**src/rtl/blink_pkg.sv**
```systemverilog
// Shared types and helpers for the per-digit anode blink controller.
//   blink_mode_t  : decoded mode input (off / slow / fast / burst)
//   blink_state_t : controller FSM state
//   max_u         : larger of two unsigned values, used to size the prescaler
package blink_pkg;

  typedef enum logic [1:0] {
    MODE_OFF   = 2'b00,
    MODE_SLOW  = 2'b01,
    MODE_FAST  = 2'b10,
    MODE_BURST = 2'b11
  } blink_mode_t;

  typedef enum logic [1:0] {
    ST_IDLE  = 2'b00,
    ST_SHOW  = 2'b01,
    ST_BLANK = 2'b10
  } blink_state_t;

  function automatic int unsigned max_u(input int unsigned a, input int unsigned b);
    return (a > b) ? a : b;
  endfunction

endpackage

```
**src/rtl/blink_prescaler.sv**
```systemverilog
// Half-period prescaler for the blink controller.
//   clk, rst : clock, asynchronous active-high reset
//   clear    : force count to zero (takes priority over enable)
//   enable   : advance count by one per cycle
//   term     : runtime terminal value (DIV-1)
//   tc       : one-cycle pulse while count == term and enabled; count restarts at zero
module blink_prescaler #(
  parameter int unsigned CntW = 8
) (
  input  logic            clk,
  input  logic            rst,
  input  logic            clear,
  input  logic            enable,
  input  logic [CntW-1:0] term,
  output logic            tc
);

  logic [CntW-1:0] count_q, count_d;

  // Terminal compare only; the counter never runs past term.
  assign tc = enable && !clear && (count_q == term);

  always_comb begin
    count_d = count_q;
    if (clear || tc) begin
      count_d = '0;
    end else if (enable) begin
      count_d = count_q + CntW'(1);
    end
  end

  always_ff @(posedge clk or posedge rst) begin
    if (rst) begin
      count_q <= '0;
    end else begin
      count_q <= count_d;
    end
  end

endmodule

```
**src/rtl/blink_anode_ctrl.sv**
```systemverilog
// Per-digit blink controller between the digit multiplexer and the anode pins.
// Masked digits are blanked (anode forced to 1, active-low) in slow, fast or
// counted-burst patterns timed by an internal prescaler.
//   clk, rst     : clock, asynchronous active-high reset
//   anode_in     : active-low anodes from the digit mux
//   blink_mask   : 1 = digit takes part in blinking
//   mode         : 00 off, 01 slow, 10 fast, 11 burst
//   start        : one-cycle pulse launching a burst (burst mode, not busy)
//   burst_count  : number of blank phases in a burst, sampled on start
//   anode_out    : registered active-low anodes to the pins
//   blank_phase  : 1 while masked digits are blanked
//   busy         : 1 while a burst runs
//   done         : one-cycle pulse when a burst completes
module blink_anode_ctrl
  import blink_pkg::*;
#(
  parameter int unsigned NUM_DIGITS = 4,
  parameter int unsigned SLOW_DIV   = 50_000_000,
  parameter int unsigned FAST_DIV   = 12_500_000,
  parameter int unsigned BURST_W    = 4
) (
  input  logic                  clk,
  input  logic                  rst,
  input  logic [NUM_DIGITS-1:0] anode_in,
  input  logic [NUM_DIGITS-1:0] blink_mask,
  input  logic [1:0]            mode,
  input  logic                  start,
  input  logic [BURST_W-1:0]    burst_count,
  output logic [NUM_DIGITS-1:0] anode_out,
  output logic                  blank_phase,
  output logic                  busy,
  output logic                  done
);

  localparam int unsigned CntLog = $clog2(max_u(SLOW_DIV, FAST_DIV));
  localparam int unsigned CntW   = (CntLog > 0) ? CntLog : 1;

  blink_mode_t  mode_e, mode_q;
  blink_state_t state_q, state_d;
  logic [BURST_W-1:0]    remaining_q, remaining_d;
  logic                  busy_q, busy_d;
  logic                  done_q, done_d;
  logic [NUM_DIGITS-1:0] anode_q;
  logic                  mode_chg;
  logic                  psc_clear, psc_enable, psc_tc;
  logic [CntW-1:0]       psc_term;

  assign mode_e   = blink_mode_t'(mode);
  assign mode_chg = (mode_e != mode_q);

  // Burst phases share the fast half-period.
  assign psc_term   = (mode_e == MODE_SLOW) ? CntW'(SLOW_DIV - 1) : CntW'(FAST_DIV - 1);
  assign psc_enable = (state_q == ST_SHOW) || (state_q == ST_BLANK);
  assign psc_clear  = (state_q == ST_IDLE) || mode_chg;

  blink_prescaler #(
    .CntW (CntW)
  ) u_prescaler (
    .clk    (clk),
    .rst    (rst),
    .clear  (psc_clear),
    .enable (psc_enable),
    .term   (psc_term),
    .tc     (psc_tc)
  );

  // State register plus burst bookkeeping.
  always_ff @(posedge clk or posedge rst) begin
    if (rst) begin
      state_q     <= ST_IDLE;
      mode_q      <= MODE_OFF;
      remaining_q <= '0;
      busy_q      <= 1'b0;
      done_q      <= 1'b0;
    end else begin
      state_q     <= state_d;
      mode_q      <= mode_e;
      remaining_q <= remaining_d;
      busy_q      <= busy_d;
      done_q      <= done_d;
    end
  end

  // Next-state logic.
  always_comb begin
    state_d     = state_q;
    remaining_d = remaining_q;
    busy_d      = busy_q;
    done_d      = 1'b0;
    if (mode_chg) begin
      // Any mode change aborts; an aborted burst gives no done pulse.
      state_d = ST_IDLE;
      busy_d  = 1'b0;
    end else begin
      unique case (state_q)
        ST_IDLE: begin
          if ((mode_e == MODE_SLOW) || (mode_e == MODE_FAST)) begin
            state_d = ST_SHOW;
          end else if ((mode_e == MODE_BURST) && start && !busy_q) begin
            if (burst_count != '0) begin
              state_d     = ST_BLANK;
              remaining_d = burst_count;
              busy_d      = 1'b1;
            end else begin
              done_d = 1'b1;
            end
          end
        end
        ST_SHOW: begin
          if (psc_tc) begin
            state_d = ST_BLANK;
          end
        end
        ST_BLANK: begin
          if (psc_tc) begin
            if (mode_e == MODE_BURST) begin
              if (remaining_q <= BURST_W'(1)) begin
                state_d     = ST_IDLE;
                remaining_d = '0;
                busy_d      = 1'b0;
                done_d      = 1'b1;
              end else begin
                state_d     = ST_SHOW;
                remaining_d = remaining_q - BURST_W'(1);
              end
            end else begin
              state_d = ST_SHOW;
            end
          end
        end
        default: state_d = ST_IDLE;
      endcase
    end
  end

  // Outputs.
  always_comb begin
    blank_phase = (state_q == ST_BLANK);
    busy        = busy_q;
    done        = done_q;
    anode_out   = anode_q;
  end

  always_ff @(posedge clk or posedge rst) begin
    if (rst) begin
      anode_q <= '1;
    end else begin
      anode_q <= anode_in | ({NUM_DIGITS{blank_phase}} & blink_mask);
    end
  end

endmodule

```
**config.mk**
```make
export PLATFORM = sky130hd
export DESIGN_NAME = blink_anode_ctrl
export DESIGN_NICKNAME = d
export VERILOG_FILES = /design/src/rtl/blink_pkg.sv /design/src/rtl/blink_prescaler.sv /design/src/rtl/blink_anode_ctrl.sv
export SDC_FILE = /design/constraint.sdc
export NUM_CORES = 1
export LEC_CHECK = 0
export ABC_CLOCK_PERIOD_IN_PS = 3700
export CAP_MARGIN = 5
export CORE_MARGIN = 1.5
export CORE_UTILIZATION = 60
export CTS_CLUSTER_DIAMETER = 80
export DETAILED_ROUTE_END_ITERATION = 16
export PLACE_DENSITY = 0.84
export SYNTH_ARGS = -nofsm -noshare
export SYNTH_HDL_FRONTEND = slang
export SYNTH_SLANG_ARGS = --single-unit
```
**constraint.sdc**
```tcl
create_clock -name clk -period 3.7 [get_ports clk]
set_input_delay 0.74 -clock clk [delete_from_list [all_inputs] [get_ports clk]]
set_output_delay 0.74 -clock clk [all_outputs]
set_load 0.02 [all_outputs]
```
After elaboration in Yosys (flattened, before gate mapping)
Cells that the tools add are included.

operators by class
  order comparisons = 1
  bitwise operators = 3
  $add $sub $neg = 2
  reductions and logical operators = 18
  eq/ne operators = 21
  muxes and demuxes = 35

operator list
  kind                   number
  $mux 26                3
  $add 26x1->26 const B  1
  $eq 26x26->1           1
  $mux 4                 6
  $mux 1                 15
  $mux 2                 7
  $reduce_and 7->1       2
  $ne 3x1->1 const B     3
  $ne 3x2->1 const B     3
  $ne 2x1->1 const B     4
  $ne 4x2->1 const B     2
  $pmux 4 s2             1
  $eq 2x2->1 const B     3
  $pmux 2 s3             1
  $and 4x4->4            1
  $eq 2x1->1 const B     2
  $le 4x1->1 const B     1
  $logic_and 1x1->1      4
  $logic_or 1x1->1       4
  $or 4x4->4             1
  $pmux 1 s2             2
  $reduce_and 4->1       1
  $reduce_bool 2->1      2
  $reduce_bool 4->1      1
  other kinds (8)        9

word-level totals
  logic and storage cells = 87
  bits in registers = 40
  output and inout port bits = 7

Logic depth before layout (Yosys ltp)
Gate-level depths: netlist of the first run.

  word-level depth = 8
  gate-level depth with buffers = 9

By module
Synthesis of the first run repeated with hierarchy kept, for this count alone.

unflattened totals
  cells, all modules = 254
  area, all modules = 2541.2 sq um

modules (own cells, without submodules)
  module            sequential area each (sq um)  instances  area each (sq um)  cells each
  blink_prescaler   650.6                         1          1577.8             163
  blink_anode_ctrl  355.3                         1          963.4              91

Worst setup path before layout of the first run
Ideal clock, no wire load.

  path type = in2reg
  start = in mode[1]
  end = reg remaining_q[1]
  cell stages on the path = 7
  setup time = 0.125 ns
  required time = 3.575 ns
  data arrival time = 2.452 ns
  path buffers = 0
  slack = 1.123 ns
  cell sequence = inv_1 ha_1 or4b_1 a211o_1 nor4_4 o21bai_2 mux2_4

on the way
  word-level cells in the longest chain between the ends = 7
  elaborated cells on any way between the ends = 19
  classes of those cells = 9 x eq/ne; 1 x mux; 1 x bitwise; 8 x reduce/logical

ends and longest elaborated chain
  element                                          RTL line                source
  start: declaration                               blink_anode_ctrl.sv:26  input logic [1:0] mode,
  branches (longest 6 deep; another with $mux 26)  --
  $reduce_and 7->1 (no line) (*)                   --
  end signal: assignment                           blink_anode_ctrl.sv:78  remaining_q <= remaining_d;
  end: declaration                                 blink_anode_ctrl.sv:40  logic [BURST_W-1:0] remaining_q, remaining_d;

Every way passes the cells marked *.
A chain may end at the register's enable or synchronous reset.

Worst setup path in the final report of the first run
  start = in mode[1]
  end = reg remaining_q[2]

Same word-level chain as after synthesis.

==> impl_metrics.toml, run 1 <==
[timing]
skew_ns = 0.007165
rsz0062_at_grt = "false"
fin_tns_setup_ns = 0
period_minus_slack_ns = 2.996
max_freq_mhz = 333.8
maxSlewViolCount = 0
maxSlewHeadroom_pct = 44.76
timing.final.crit_share_pct = 80.96
finalHoldViolCount = 0
setup_viol = 0
worst_pin_slew_ns = 0.8218

[clock_tree]
cts_buffers = 5
cts-root-buf = "clkbuf_8"
clkTransAtPathRegs_ns = 0.07
cts_buffer_depth = 2
cts.sinks = 40
post-cts-setup-buffers = 0
cts_resized = 0
clock_latency_ns = 0.29
cts_tree = "built"
cts_hold_buf = 0
cts_max_level = 2

[finish]
drive_gt1_share_pct = 8.989
nets = 292
nFillCells = 268
area_growth_pct = 16.19
regArea_mm2 = 0.001006
antenna_cells = 0
layout_commonest_cell = "nor2_1"
multi_input_area_mm2 = 0.001245
stdcell_count = 315
final_cell_mix = "37 x nor2_1, 36 x dfrtp_1, 23 x clkdlybuf4s50_1, 17 x xnor2_1, 15 x nand2_1"

[routing]
routedWlPerCell_um = 14.68
ant_nets = 0
wirelength_um = 4625
drtIter0Drc = 114
drc_errors = 0
drtPass1Iterations = 5
via_per_inst = 5.810
vias = 1830

[critical_path]
r2r_start = "state_q[0]"
worstSetupPathDepth = 8
critical_path.max_fanout = 4
cp_num_buf_inv = 2
rr_endpoint = "u_prescaler.count_q[25]"
r2r_cells = 7
arrival_ns = 3.17
critPathSlowestCell = "clkdlybuf4s50_1"
worstSetupPathType = "in -> reg"
slowest_delay_ns = 0.54
path_cells = "clkdlybuf4s50_1 -> inv_1 -> ha_1 -> or4b_1 -> a211o_1 -> nor4_2 -> a21oi_1 -> a311o_1"
required_ns = 3.87
cp-end-kind = "flip-flop"
reg2reg_slack_ns = 1.12
crit_family = "simple AND/OR/NAND/NOR gates"
crit_path_start_kind = "input pin"

[die]
die_w_um = 65.26
ios = 24
coreArea_mm2 = 0.003689
rows = 22
die_h_um = 65.26
dieArea_mm2 = 0.004259
initial_core_util_pct = 63.06

[place]
finalWeightedCongestion = 0.8606
hpwl_um = 3187
place_inst = 307
port_buffers = 23

[worst_hold_path]
whs_endpoint = "remaining_q[3]"
hp-class = "reg -> reg"
hp-start = "remaining_q[3]"
whs_path_depth = 2

[power_and_ir_drop]
power_density_mw_per_mm2 = 374.0
combPwrFrac_pct = 21.1
ir_worst_vdd_v = 0.0003291
p_total_mw = 1.011
netSwitchingFraction_pct = 28.37
p_leak_nw = 1.056
clock_power_share_pct = 29.2
internal_power_uw = 724.0
net-switching-power_uw = 286.7
pwr-share-seq_pct = 49.7

[grt]
grt_pass1_vias = 1662
grt_usage_pct = 23.69
grt_max_degree = 27
grt_overflow = 0
grt_pass1_wl_um = 7686
antenna_found_initial = 0

[yosys]
avgSynthCellArea_um2 = 9.773
synth_area_leaders = "dfrtp_1 39%, xnor2_1 6.4%, nor2_1 6.0%, ha_1 4.8%, dfstp_2 4.5%"
yosysSeqAreaShare_pct = 43.25
syn-cell-area_mm2 = 0.002326
netlist.top_cell.by_area = "dfrtp_1"
yosysWarnings = 0
yosysUniqueCellTypes = 51
synth_top_cell_area_share_pct = 38.73
synthCells = 238
ys_ff_latch = 40
synth_fp_nets = 264
synth_edf_count = 0
synth-main-ff-cell = "dfrtp_1"
async_flop_share_pct = 100.0

[run]
maxCapViolCount = 0

[run_status]
outcome = "finished, final reports clean"
[logic make-up (layout without fill, tap and decap cells)]
family / Yosys count / in the layout / synth area share, %
and+or+nand+nor: 115 / 115 / 27.76
DFF: 40 / 40 / 43.25
xor gates and xnor gates: 27 / 27 / 10.17
AOI/OAI and AO/OA: 25 / 25 / 8.285
buffers and inverters: 17 / 46 / 3.227
adders and majority gates: 9 / 9 / 4.841
muxes: 5 / 5 / 2.474
[worst max path at each step]
stage	slack, ns	start	to
3_3_place_gp	0.46	mode[1]	remaining_q[1]
4_1_cts	0.72	mode[1]	remaining_q[2]
3_5_place_dp	0.43	mode[1]	remaining_q[1]
2_1_floorplan	1.12	mode[1]	remaining_q[1]
6_report	0.70	mode[1]	remaining_q[2]
5_1_grt	0.56	mode[1]	remaining_q[2]
[synth_stat cells, drive strengths merged, types with 3 or more instances]
cell and instances:
dfrtp 36, xnor2 17, dfstp 4, mux2 3, and2 6, nand2 15, nor4bb 3, nand3 9
ha 9, buf 5, xor2 10, a21o 5, nor4 10, nor2 37, and3 3, nor3 8
nand4 9, nor2b 3, inv 11
[registers in the layout, summed over array words and instances, names as in the netlist]
| signal | flops |
|---|---|
| anode_out | 4 |
| busy | 1 |
| done | 1 |
| mode_q | 2 |
| remaining_q | 4 |
| state_q | 2 |
| u_prescaler.count_q | 26 |
[routing by layer]
metal	global-route usage (%)	share of wire (%)
met1	35.31	48
met2	34.18	45
met3	5.137	5.6
met4	8.333	1.3
met5	0	0
[area by class of cell]
cell class / count / share of cell area, %
Multi-Input combinational cell: 181 / 46.06
Sequential cell: 40 / 37.22
Timing Repair Buffer: 27 / 9.630
Clock buffer: 8 / 3.333
Tap cell: 48 / 2.222
Inverter: 11 / 1.528
[power by group through the flow]
stage	Clock, mW	Combinational, mW	Sequential (mW)
finish	0.295	0.214	0.502
CTS	0.300	0.213	0.501
floorplan	0	0.147	0.505
global placement	0	0.207	0.505
detailed placement	0	0.210	0.507
global route	0.314	0.240	0.505
[per-stage QoR]
step | area [um2] | hold WS (ns) | utilization (%) | worst slack (ns)
floorplan | 2326 | 0.5043 | - | 1.123
global placement | 2613 | 0.5332 | 70.83 | 0.4624
detailed placement | 2613 | 0.5307 | 70.83 | 0.4277
CTS | 2703 | 0.5578 | 73.27 | 0.7192
global route | 2703 | 0.5895 | 73.27 | 0.5639
finish | 2703 | 0.5580 | 73.27 | 0.7043
[worst min-delay path: cells and delay by family (launching register included)]
| family | cells | cell delay [ns] |
|---|---|---|
| AND/OR/NAND/NOR | 1 | 0.06 |
| flip-flops | 1 | 0.39 |
| AO/OA/AOI/OAI | 1 | 0.07 |
Note: power is estimated with default switching activity, not from simulation.
==> inputs of run 2 (changes only) <==
--- a/config.mk
+++ b/config.mk
@@ -5,13 +5,13 @@
 export SDC_FILE = /design/constraint.sdc
 export NUM_CORES = 1
 export LEC_CHECK = 0
-export ABC_CLOCK_PERIOD_IN_PS = 3700
+export ABC_CLOCK_PERIOD_IN_PS = 2800
 export CAP_MARGIN = 5
 export CORE_MARGIN = 1.5
-export CORE_UTILIZATION = 60
+export CORE_UTILIZATION = 56
 export CTS_CLUSTER_DIAMETER = 80
 export DETAILED_ROUTE_END_ITERATION = 16
-export PLACE_DENSITY = 0.84
+export PLACE_DENSITY = 0.79
 export SYNTH_ARGS = -nofsm -noshare
 export SYNTH_HDL_FRONTEND = slang
 export SYNTH_SLANG_ARGS = --single-unit
==> constraint.sdc (replaced) <==
create_clock -name clk -period 2.8 [get_ports clk]
set_input_delay 0.56 -clock clk [delete_from_list [all_inputs] [get_ports clk]]
set_output_delay 0.56 -clock clk [all_outputs]
set_load 0.02 [all_outputs]
==> impl_metrics.toml, run 2 (same netlist as run 1, synthesis figures left out) <==
[die]
coreArea_mm2 = 0.004000
dieArea_mm2 = 0.004549
die_h_um = 67.45
die_w_um = 67.45
rows = 23
ios = 24
initial_core_util_pct = 58.15

[timing]
finalHoldViolCount = 0
fin_tns_setup_ns = 0
maxSlewViolCount = 0
fin_ws_ns = 0.1277
timing.hold.ws_ns = 0.5514
rsz0062_at_grt = "false"
max_freq_mhz = 374.2
period_minus_slack_ns = 2.672
setup_viol = 0
worst_pin_slew_ns = 0.6795
maxSlewHeadroom_pct = 54.35
timing.final.crit_share_pct = 95.44
skew_ns = 0.004540

[place]
dpl_worst_slack_ns = -0.1795
placedInstanceArea_mm2 = 0.002718
port_buffers = 23
hpwl_um = 3440
finalWeightedCongestion = 0.9001
place_inst = 321

[finish]
stdcell_count = 329
utilization_pct = 70.44
largest_reg_flops = 26
nFillCells = 295
final_area_mm2 = 0.002818
drive_gt1_share_pct = 13.26
regMostFlops = "u_prescaler.count_q"
final_cell_mix = "37 x nor2_1, 36 x dfrtp_1, 23 x clkdlybuf4s50_1, 17 x xnor2_1"
antenna_cells = 0
area_growth_pct = 21.14
nets = 304
layout_commonest_cell = "nor2_1"

[routing]
drtIter0Drc = 147
via_per_inst = 5.678
drtPass1Iterations = 5
vias = 1868
routedWlPerCell_um = 14.50
ant_nets = 0
wirelength_um = 4771
drc_errors = 0

[critical_path]
arrival_ns = 2.88
worstSetupPathType = "in -> reg"
critical_path.max_fanout = 3
cp-end-kind = "flip-flop"
crit_path_start_kind = "input pin"
required_ns = 3.00

[clock_tree]
cts_resized = 0
cts_buffer_depth = 2
cts_hold_buf = 0
cts_max_level = 2
clock_latency_ns = 0.30
post-cts-setup-buffers = 0
cts.sinks = 40
cts_buffers = 5
cts_tree = "built"
cts-root-buf = "clkbuf_8"
clkTransAtPathRegs_ns = 0.08

[grt]
grt_pass1_wl_um = 7941
grt_overflow = 0
grt_pass1_vias = 1779
grt_usage_pct = 23.71
antenna_found_initial = 0
grt_max_degree = 41

[worst_hold_path]
hp-class = "reg -> reg"

[run_status]
outcome = "finished, final reports clean"

[power_and_ir_drop]
p_leak_nw = 1.126
ir_worst_vdd_v = 0.0002735
p_total_mw = 1.380
power_density_mw_per_mm2 = 489.7

[run]
maxCapViolCount = 0
==> run 2: cell types whose count changed in the layout (fill, tap and decap cells not counted) <==
cell,before,now
buf_4,4,15
buf_12,0,1
clkbuf_1,2,1
clkbuf_8,6,7
==> run 2: worst paths after layout <==
kind | cells after the start | endpoint | slack (ns) | start
hold reg to reg | 1 | remaining_q[1] | 0.55 | remaining_q[1]
setup / recovery | 9 | done | 0.13 | mode[1]
hold / removal | 1 | remaining_q[1] | 0.55 | remaining_q[1]
setup reg to reg | 8 | u_prescaler.count_q[17] | 0.24 | state_q[0]
min in group asynchronous | 3 | u_prescaler.count_q[11] | 0.69 | rst
max in group asynchronous | 3 | anode_out[3] | 1.74 | rst
==> run 2: critical path, cell delays in order <==
cell	delay, ns
clkdlybuf4s50_1	0.47
inv_1	0.04
ha_1	0.19
or4b_1	0.46
a211o_1	0.34
nor3_1	0.27
buf_4	0.16
nand4b_1	0.09
a211oi_1	0.28
==> run 2: final cells by class <==
class,instances,area (um2),share of cell area (%)
repair buffers,39,362.8,12.88
multi-input cells,181,1245,44.18
flip-flops and latches,40,1006,35.70
inverters,11,41.29,1.465
well taps,50,62.56,2.220
clock buffers,8,100.1,3.552
==> run 2: layer usage <==
| layer | share of wire (%) | track usage [%] | wire [um] | vias to the layer above |
|---|---|---|---|---|
| met2 | 46 | 36.76 | 2210 | 42 |
| li1 | - | - | - | 919 |
| met4 | 1.7 | 9.184 | 80 | 0 |
| met1 | 48 | 32.40 | 2275 | 901 |
| met3 | 4.3 | 5.333 | 206 | 6 |
| met5 | 0 | 0 | 0 | - |
==> run 2: report_power, final <==
group | leakage (nW) | internal, mW | switching, mW
combinational | 0.545 | 0.148 | 0.148
clock | 0.0515 | 0.225 | 0.200
sequential | 0.530 | 0.620 | 0.0390
total | 1.13 | 0.993 | 0.387
